## config.mk

```make
export PLATFORM = sky130hd
export DESIGN_NAME = guess_scorer
export DESIGN_NICKNAME = d
export VERILOG_FILES = /design/src/rtl/guess_scorer.sv
export SDC_FILE = /design/constraint.sdc
export NUM_CORES = 1
export LEC_CHECK = 0
export CORE_AREA = 10 10 85 87
export DETAILED_ROUTE_END_ITERATION = 16
export DIE_AREA = 0 0 95 97
export DONT_BUFFER_PORTS = 1
export PLACE_DENSITY = 0.74
export SYNTH_ARGS = -nofsm -noshare
export SYNTH_HDL_FRONTEND = slang
export SYNTH_SLANG_ARGS = --single-unit
```

## constraint.sdc

```tcl
create_clock -name CLK -period 3.35 [get_ports CLK]
set_input_delay 0.335 -clock CLK [delete_from_list [all_inputs] [get_ports CLK]]
set_output_delay 0.335 -clock CLK [all_outputs]
set_load 0.05 [all_outputs]
```

## src/rtl/guess_scorer.sv

```systemverilog
// Guess scorer: draws an N-slot secret, scores handshaked guesses with duplicate-aware hints.
// Optional macro GUESS_SCORER_FIXED_SECRET_EN adds SECRET_IN and loads the secret from it.
module guess_scorer #(
    parameter int unsigned SLOTS     = 3,
    parameter int unsigned SYM_W     = 3,
    parameter int unsigned MAX_TRIES = 6,
    parameter logic [15:0] SEED      = 16'hACE1
) (
    input  logic                     CLK,
    input  logic                     RST,
    input  logic                     NEW_GAME,
    input  logic                     GUESS_VALID,
    output logic                     GUESS_READY,
    input  logic [SLOTS*SYM_W-1:0]   GUESS,
`ifdef GUESS_SCORER_FIXED_SECRET_EN
    input  logic [SLOTS*SYM_W-1:0]   SECRET_IN,
`endif
    output logic                     HINT_VALID,
    output logic [2*SLOTS-1:0]       HINTS,
    output logic [7:0]               TRIES,
    output logic                     WIN,
    output logic                     LOSE,
    output logic                     BUSY
);

    localparam int unsigned GW = SLOTS * SYM_W;
    localparam int unsigned CW = (SLOTS > 1) ? $clog2(SLOTS) : 1;
    localparam logic [CW-1:0] LAST = CW'(SLOTS - 1);

    typedef enum logic [2:0] {
        StIdle, StDraw, StWait, StExact, StPresent, StReport, StDone
    } state_e;

    state_e             state_q;
    logic [15:0]        lfsr_q;
    logic [GW-1:0]      secret_q;
    logic [GW-1:0]      guess_q;
    logic [SLOTS-1:0]   exact_q;
    logic [SLOTS-1:0]   consumed_q;
    logic [2*SLOTS-1:0] scored_q;
    logic [CW-1:0]      cnt_q;
    logic [2*SLOTS-1:0] hints_q;
    logic               hint_valid_q;
    logic [7:0]         tries_q;
    logic               win_q;
    logic               lose_q;

    logic [15:0]        lfsr_step;
    logic [15:0]        guess16;
    logic [SYM_W-1:0]   draw_sym;
    logic [SLOTS-1:0]   exact_vec;
    logic [SYM_W-1:0]   cur_sym;
    logic               found;
    logic [SLOTS-1:0]   consumed_nxt;
    logic [1:0]         hint_cur;
    logic [2*SLOTS-1:0] scored_nxt;

    // Galois form of x^16+x^14+x^13+x^11+1
    assign lfsr_step = {1'b0, lfsr_q[15:1]} ^ (lfsr_q[0] ? 16'hB400 : 16'h0000);

    generate
        if (GW >= 16) begin : g_guess_trunc
            assign guess16 = GUESS[15:0];
        end else begin : g_guess_ext
            assign guess16 = {{(16 - GW){1'b0}}, GUESS};
        end
    endgenerate

`ifdef GUESS_SCORER_FIXED_SECRET_EN
    assign draw_sym = SECRET_IN[cnt_q*SYM_W +: SYM_W];
`else
    assign draw_sym = lfsr_q[SYM_W-1:0];
`endif

    always_comb begin
        exact_vec = '0;
        for (int i = 0; i < SLOTS; i++) begin
            exact_vec[i] = (guess_q[i*SYM_W +: SYM_W] == secret_q[i*SYM_W +: SYM_W]);
        end
    end

    // One guess slot per cycle; the lowest unconsumed matching secret slot is claimed.
    always_comb begin
        cur_sym      = guess_q[cnt_q*SYM_W +: SYM_W];
        found        = 1'b0;
        consumed_nxt = consumed_q;
        if (!exact_q[cnt_q]) begin
            for (int j = 0; j < SLOTS; j++) begin
                if (!found && !consumed_q[j] && (secret_q[j*SYM_W +: SYM_W] == cur_sym)) begin
                    found           = 1'b1;
                    consumed_nxt[j] = 1'b1;
                end
            end
        end
        hint_cur   = exact_q[cnt_q] ? 2'b01 : (found ? 2'b10 : 2'b00);
        scored_nxt = scored_q;
        scored_nxt[cnt_q*2 +: 2] = hint_cur;
    end

    always_ff @(posedge CLK) begin
        if (RST) begin
            state_q      <= StIdle;
            lfsr_q       <= SEED;
            secret_q     <= '0;
            guess_q      <= '0;
            exact_q      <= '0;
            consumed_q   <= '0;
            scored_q     <= '0;
            cnt_q        <= '0;
            hints_q      <= '0;
            hint_valid_q <= 1'b0;
            tries_q      <= '0;
            win_q        <= 1'b0;
            lose_q       <= 1'b0;
        end else begin
            lfsr_q       <= lfsr_step;
            hint_valid_q <= 1'b0;
            if (NEW_GAME) begin
                state_q    <= StDraw;
                cnt_q      <= '0;
                tries_q    <= '0;
                win_q      <= 1'b0;
                lose_q     <= 1'b0;
                hints_q    <= '0;
                exact_q    <= '0;
                consumed_q <= '0;
                scored_q   <= '0;
            end else begin
                case (state_q)
                    StDraw: begin
                        secret_q[cnt_q*SYM_W +: SYM_W] <= draw_sym;
                        if (cnt_q == LAST) begin
                            cnt_q   <= '0;
                            state_q <= StWait;
                        end else begin
                            cnt_q <= cnt_q + 1'b1;
                        end
                    end
                    StWait: begin
                        if (GUESS_VALID) begin
                            guess_q <= GUESS;
                            lfsr_q  <= lfsr_step ^ guess16;
                            state_q <= StExact;
                        end
                    end
                    StExact: begin
                        exact_q    <= exact_vec;
                        consumed_q <= exact_vec;
                        scored_q   <= '0;
                        cnt_q      <= '0;
                        state_q    <= StPresent;
                    end
                    StPresent: begin
                        consumed_q <= consumed_nxt;
                        scored_q   <= scored_nxt;
                        if (cnt_q == LAST) begin
                            // Results land with the pulse so HINTS is valid while HINT_VALID is high.
                            hints_q      <= scored_nxt;
                            hint_valid_q <= 1'b1;
                            tries_q      <= tries_q + 8'd1;
                            win_q        <= &exact_q;
                            lose_q       <= !(&exact_q) && (tries_q + 8'd1 == 8'(MAX_TRIES));
                            cnt_q        <= '0;
                            state_q      <= StReport;
                        end else begin
                            cnt_q <= cnt_q + 1'b1;
                        end
                    end
                    StReport: state_q <= (win_q || lose_q) ? StDone : StWait;
                    default: ;
                endcase
            end
        end
    end

    assign GUESS_READY = (state_q == StWait);
    assign BUSY        = (state_q == StDraw) || (state_q == StExact) || (state_q == StPresent);
    assign HINT_VALID  = hint_valid_q;
    assign HINTS       = hints_q;
    assign TRIES       = tries_q;
    assign WIN         = win_q;
    assign LOSE        = lose_q;

endmodule

```

==> results_dict.tcl, run 1 <==
set metrics [dict create \
    power.internal_mw 1.24 \
    synth_seq_area_share_pct 41.8 \
    portBuffers 0 \
    rows 27 \
    grt.total_usage_pct 15.2 \
    start_kind "flip-flop" \
    max_stage_delay_ns 0.64 \
    finalMaxSlewViolations 0 \
    cp-end-kind "flip-flop" \
    ys_seq_elements 68 \
    final.fill_count 482 \
    die_x_um 95 \
    grt_overflow 0 \
    crit_arrival_ns 2.70 \
    drt_iter0_markers 175 \
    regArea_um2 1360 \
    peakVddDrop_mv 0.279 \
    die_h_um 97 \
    syn-cell-area_um2 3260 \
    fin_crit_ns 2.44 \
    crit_chain "ha_1 > nor2b_1 > and3b_1 > and2_1 > nand3_1 > xor2_1 > nor2_1" \
    dp.cells 423 \
    status "finished clean" \
    cp.required_ns 3.61 \
    crit_slowest_cell "dfxtp_1" \
    hold_depth 1 \
    clock_path_buffers 2 \
    grt_max_degree 38 \
    synth_area_leaders "dfxtp_1 42%, xor2_1 8.1%, nor2_1 6.0%, nand2_1 5.2%, ha_1 2.7%" \
    ant_nets 0 \
    setup_viol 0 \
    async_flop_share_pct 0 \
    coreArea_um2 5470 \
    yosys_warnings 0 \
    timing.fmax_mhz 410 \
    cp.depth 7 \
    hold_viol_final 0 \
    wl_per_cell_um 15.6 \
    io_pins 32 \
    hp-class "input port to flip-flop" \
    cts_hold_buffers 0 \
    clock-sinks 68 \
    cts_tree "built" \
    cts_resized 0 \
    ctsRootBufferMaster "clkbuf_8" \
    p_leak_nw 1.30 \
    reg2regPathDepth 7 \
    p_sw_share_pct 22.1 \
    path_class "flip-flop to flip-flop" \
    powerDensity_nw_per_um2 463 \
    p_comb_share_pct 5.7 \
    ys_types 48 \
    die_area_um2 9220 \
    clockPowerShare_pct 41.1 \
    cp_max_fo 16 \
    initial_core_util_pct 59.5 \
    vias_per_cell 5.69 \
    yosys.area.top_type "dfxtp_1" \
    drc_errors 0 \
    multiInputGateArea_um2 1740 \
    synth_ff_type "dfxtp_1" \
    grt_pass1_vias 2374 \
    place_area_um2 3250 \
    antenna_found_initial 0 \
    max-cap-violations 0 \
    final_area_um2 3440 \
    finalNonFillerCells 437 \
    period_share_pct 72.8 \
    post_cts_buffers 0 \
    gp_congestion 0.898 \
    via_count 2486 \
    rsz0062_at_grt "no" \
    r2r_slack_ns 0.91 \
    p_seq_share_pct 53.3 \
    postSynthCellCount 369 \
    setup.worst_path.start "cnt_q[1]$_SDFFE_PP0P_" \
    nNetsFinal 382 \
    avgSynthCellArea_um2 8.83 \
    worstReg2RegStart "cnt_q[1]$_SDFFE_PP0P_" \
    diodes 0 \
    drive_above_1_share_pct 9.32 \
    synth_nets 389 \
    slew_headroom_pct 39.5 \
    hold_start "RST" \
    synth_edf_count 0 \
    area_growth_pct 5.69 \
    wirelength_mm 6.81 \
    yosysTopAreaCellShare_pct 41.8 \
    critPathTopFamily "simple AND/OR/NAND/NOR gates" \
    clock_latency_ns 0.33 \
    p_switching_mw 0.352 \
    clk_pin_slew_ns 0.07 \
    setup_tns_ns 0 \
    skew_ns 0.0116 \
    grt_pass1_wl_mm 11.4 \
    dr.pass1.iters 5 \
    cts_buffers 9 \
    dpl.hpwl_mm 4.95 \
    crit_buf_inv 0 \
    max_slew.worst_pin.slew_ns 0.900 \
    htree_levels 3 \
]
[cell usage in the layout (no fill, tap or decap), types with 8 or more instances in the layout]
master	n
xnor2_1	9
xor2_1	30
nor3_1	10
nor2_1	52
clkbuf_8	11
nand2b_1	8
a32oi_1	9
nand3_1	9
nand2_1	45
a21oi_1	17
dfxtp_1	68
[flip-flops by register name, indices dropped and copies added, names as in the netlist]
register / flops
lfsr_q: 16
guess_q: 9
secret_q: 9
TRIES: 8
HINTS: 6
scored_q: 6
consumed_q: 3
exact_q: 3
state_q: 3
cnt_q: 2
HINT_VALID: 1
LOSE: 1
WIN: 1
[path summary, 6_finish.rpt]
check                                               end
worst max-delay path              TRIES[7]$_SDFFE_PP0P_
worst min-delay path            state_q[0]$_SDFFE_PP0P_
worst max register to register    TRIES[7]$_SDFFE_PP0P_
worst min register to register    lfsr_q[11]$_SDFF_PP1_
[layer usage]
metal,GRT usage (%),up-vias,wire length (µm)
met5,0,-,0
met4,7.09,0,94
met3,5.09,10,485
met2,23.3,62,3240
met1,18.4,1158,2990
li1,-,1256,-
[synth_stat cells, types with 2 or more instances]
cell type	count
nor4bb_1	2
a32oi_1	9
clkbuf_1	17
a22oi_1	6
o21ai_0	7
nor3_1	10
a21oi_1	17
or2_2	3
a2111oi_2	3
dfxtp_1	68
mux2i_1	5
nand2b_1	8
nor4_2	2
o22ai_1	2
inv_1	7
and3_1	4
nor4_4	2
a211oi_1	7
nor2b_1	7
ha_1	7
nor2_1	52
clkbuf_8	2
nand4_1	3
nand3b_1	3
buf_6	3
xnor2_1	9
o21ai_2	2
nand2_1	45
nand3_1	9
xor2_1	30
[area by class of cell]
| type | count | area share (%) |
|---|---|---|
| Tap cell | 72 | 2.62 |
| Inverter | 7 | 0.763 |
| Clock buffer | 12 | 4.51 |
| Clock inverter | 2 | 1.02 |
| Sequential cell | 68 | 39.5 |
| Timing Repair Buffer | 4 | 0.872 |
| Multi-Input combinational cell | 272 | 50.7 |
[logic make-up (layout without fill, tap and decap cells)]
group           count (synthesis)  in the layout  share of synthesized area [%]
simple gates                  157            157                           24.1
flops                          68             68                           41.8
compound gates                 64             64                           14.8
xor+xnor                       39             39                           10.5
buf+inv                        29             25                           4.65
fa+ha+maj                       7              7                           2.69
mux                             5              5                           1.54
[stage by stage]
| step | setup slack [ns] | hold WS [ns] | util, % | total power [mW] |
|---|---|---|---|---|
| floorplan | 1.25 | 0.389 | - | 0.940 |
| global placement | 1.04 | 0.400 | 59.4 | 0.954 |
| detailed placement | 0.948 | 0.398 | 59.4 | 0.956 |
| CTS | 0.921 | 0.0483 | 62.9 | 1.61 |
| global route | 0.667 | 0.0429 | 62.9 | 1.66 |
| finish | 0.911 | 0.0645 | 62.9 | 1.59 |
[power groups by stage]
stage          clock network [mW]  registers, mW  logic, mW
2_1_floorplan                   0          0.855     0.0857
3_3_place_gp                    0          0.866     0.0887
3_5_place_dp                    0          0.867     0.0896
4_1_cts                     0.669          0.848     0.0904
5_1_grt                     0.707          0.851      0.100
6_report                    0.654          0.848     0.0902
No activity file was read; power rests on OpenSTA's default activity.
==> run 2, diff against run 1 <==
Clock period 3.35 ns to 2.4 ns, I/O delays scaled along.
==> run 2 against run 1 <==
Compared with the run above: sequential cell count did not move; clock skew fell by 0.0032 ns; clock power rose by 25%; combinational power rose by 60%; fmax rose by 12%; non-clock buffer count rose by 13; critical path depth fell by 1; register-to-register slack got worse by 0.69 ns; critical path type unchanged.
==> results_dict.tcl, run 2 (synthesis gave the netlist of run 1 again) <==
set metrics [dict create \
    status "finished clean" \
    dpl.hpwl_mm 5.08 \
    drc_errors 0 \
    grt.total_usage_pct 15.3 \
    drive_above_1_share_pct 12.6 \
    p_leak_nw 1.36 \
    max_stage_delay_ns 0.58 \
    clock-sinks 68 \
    worstReg2RegStart "cnt_q[1]$_SDFFE_PP0P_" \
    wl_per_cell_um 15.3 \
    peakVddDrop_mv 0.407 \
    diodes 0 \
    skew_ns 0.00839 \
    max_slew.worst_pin.slew_ns 1.07 \
    period_share_pct 90.6 \
    area_growth_pct 8.61 \
    cp-end-kind "flip-flop" \
    largest_register_ffs 16 \
    grt_overflow 0 \
    regMostFlops "lfsr_q" \
    clock_path_buffers 2 \
    coreArea_um2 5470 \
    finalMaxSlewViolations 0 \
    grt_pass1_vias 2386 \
    post_cts_buffers 0 \
    crit_chain "mux2i_1 > o21ai_2 > xor2_1 > nor4_4 > o31ai_4 > a2111oi_2" \
    hold_start "NEW_GAME" \
    drt_iter0_markers 113 \
    dr.pass1.iters 5 \
    grt_pass1_wl_mm 11.4 \
    r2r_slack_ns 0.22 \
    via_count 2567 \
    final_common_cell "dfxtp_1" \
    setup_viol 0 \
    crit_arrival_ns 2.43 \
    start_kind "flip-flop" \
    mostFrequentLayoutCells "68 x dfxtp_1, 52 x nor2_1, 45 x nand2_1, 30 x xor2_1, 17 x a21oi_1" \
    max-cap-violations 0 \
    timing.fmax_mhz 460 \
    critPathTopFamily "compound AO/OA/AOI/OAI gates" \
    setup_tns_ns 0 \
    ant_nets 0 \
    powerDensity_nw_per_um2 606 \
    die_x_um 95 \
    cts_tree "built" \
    vias_per_cell 5.68 \
    antenna_found_initial 0 \
    ctsRootBufferMaster "clkbuf_8" \
    io_pins 32 \
    initial_core_util_pct 59.5 \
    clock_latency_ns 0.35 \
    hold_viol_final 0 \
    fin_crit_ns 2.18 \
    die_area_um2 9220 \
    rows 27 \
    setup.worst_path.start "cnt_q[1]$_SDFFE_PP0P_" \
    utilization_pct 64.6 \
    clk_pin_slew_ns 0.07 \
    cp.required_ns 2.65 \
    crit_buf_inv 0 \
    crit_slowest_cell "dfxtp_1" \
    grt_max_degree 36 \
    cts_buffers 9 \
    die_h_um 97 \
    gp_congestion 0.903 \
    nNetsFinal 395 \
    hp-class "input port to flip-flop" \
    portBuffers 0 \
    htree_levels 3 \
    p_total_mw 2.14 \
    largestRegisters "lfsr_q (16), guess_q (9), secret_q (9)" \
    wirelength_mm 6.91 \
    cp_max_fo 11 \
    path_class "flip-flop to flip-flop" \
    rsz0062_at_grt "no" \
    slew_headroom_pct 28.2 \
]
run 2: metal layers:
metal  track usage (%)  up-vias  wire length, µm
met5                 0        -                0
met4              8.35        0              183
met3              4.39       16              472
met2              23.7       65             3280
met1              18.3     1200             2970
li1                  -     1286                -
run 2: per-stage QoR:
| stage | cells | instance area, µm² | hold WS [ns] | setup WS [ns] |
|---|---|---|---|---|
| 2_1_floorplan | 369 | 3260 | 0.361 | 0.295 |
| 3_3_place_gp | 435 | 3340 | 0.314 | 0.287 |
| 3_5_place_dp | 435 | 3340 | 0.315 | 0.220 |
| 4_1_cts | 452 | 3520 | 0.00494 | 0.211 |
| 5_1_grt | 452 | 3540 | 0.0397 | 0.0116 |
| 6_report | 452 | 3540 | 0.0177 | 0.225 |
run 2: area by class of cell:
class | count | area (µm²)
Multi-Input combinational cell | 272 | 1760
Fill cell | 482 | 1940
Sequential cell | 68 | 1360
Tap cell | 72 | 90.1
Timing Repair Buffer | 17 | 130
Inverter | 7 | 26.3
Clock buffer | 12 | 145
Clock inverter | 4 | 25.0
run 2: path summary, 6_finish.rpt:
| check | to | cells past startpoint |
|---|---|---|
| setup / recovery | HINTS[5]$_SDFFE_PP0P_ | 6 |
| hold / removal | state_q[0]$_SDFFE_PP0P_ | 2 |
| setup reg to reg | HINTS[5]$_SDFFE_PP0P_ | 6 |
| hold reg to reg | lfsr_q[11]$_SDFF_PP1_ | 1 |
run 2: where the power goes:
part | internal [mW] | switching [mW]
Combinational | 0.0581 | 0.0861
Clock | 0.399 | 0.420
Sequential | 1.15 | 0.0245
Total | 1.61 | 0.531
run 2: worst register-to-register path, delay by kind of cell (launching register included):
family / cells / cell delay, ns
XOR/XNOR: 1 / 0.18
AND/OR/NAND/NOR: 1 / 0.42
flip-flops: 1 / 0.58
multiplexers: 1 / 0.27
AO/OA/AOI/OAI: 3 / 0.62
run 2: timing repair:
| action | CTS | global route |
|---|---|---|
| resized for setup | 0 | 2 |
| setup endpoints to repair | 0 | 4 |
| hold endpoints to repair | 35 | 0 |
| hold buffers | 1 | 0 |
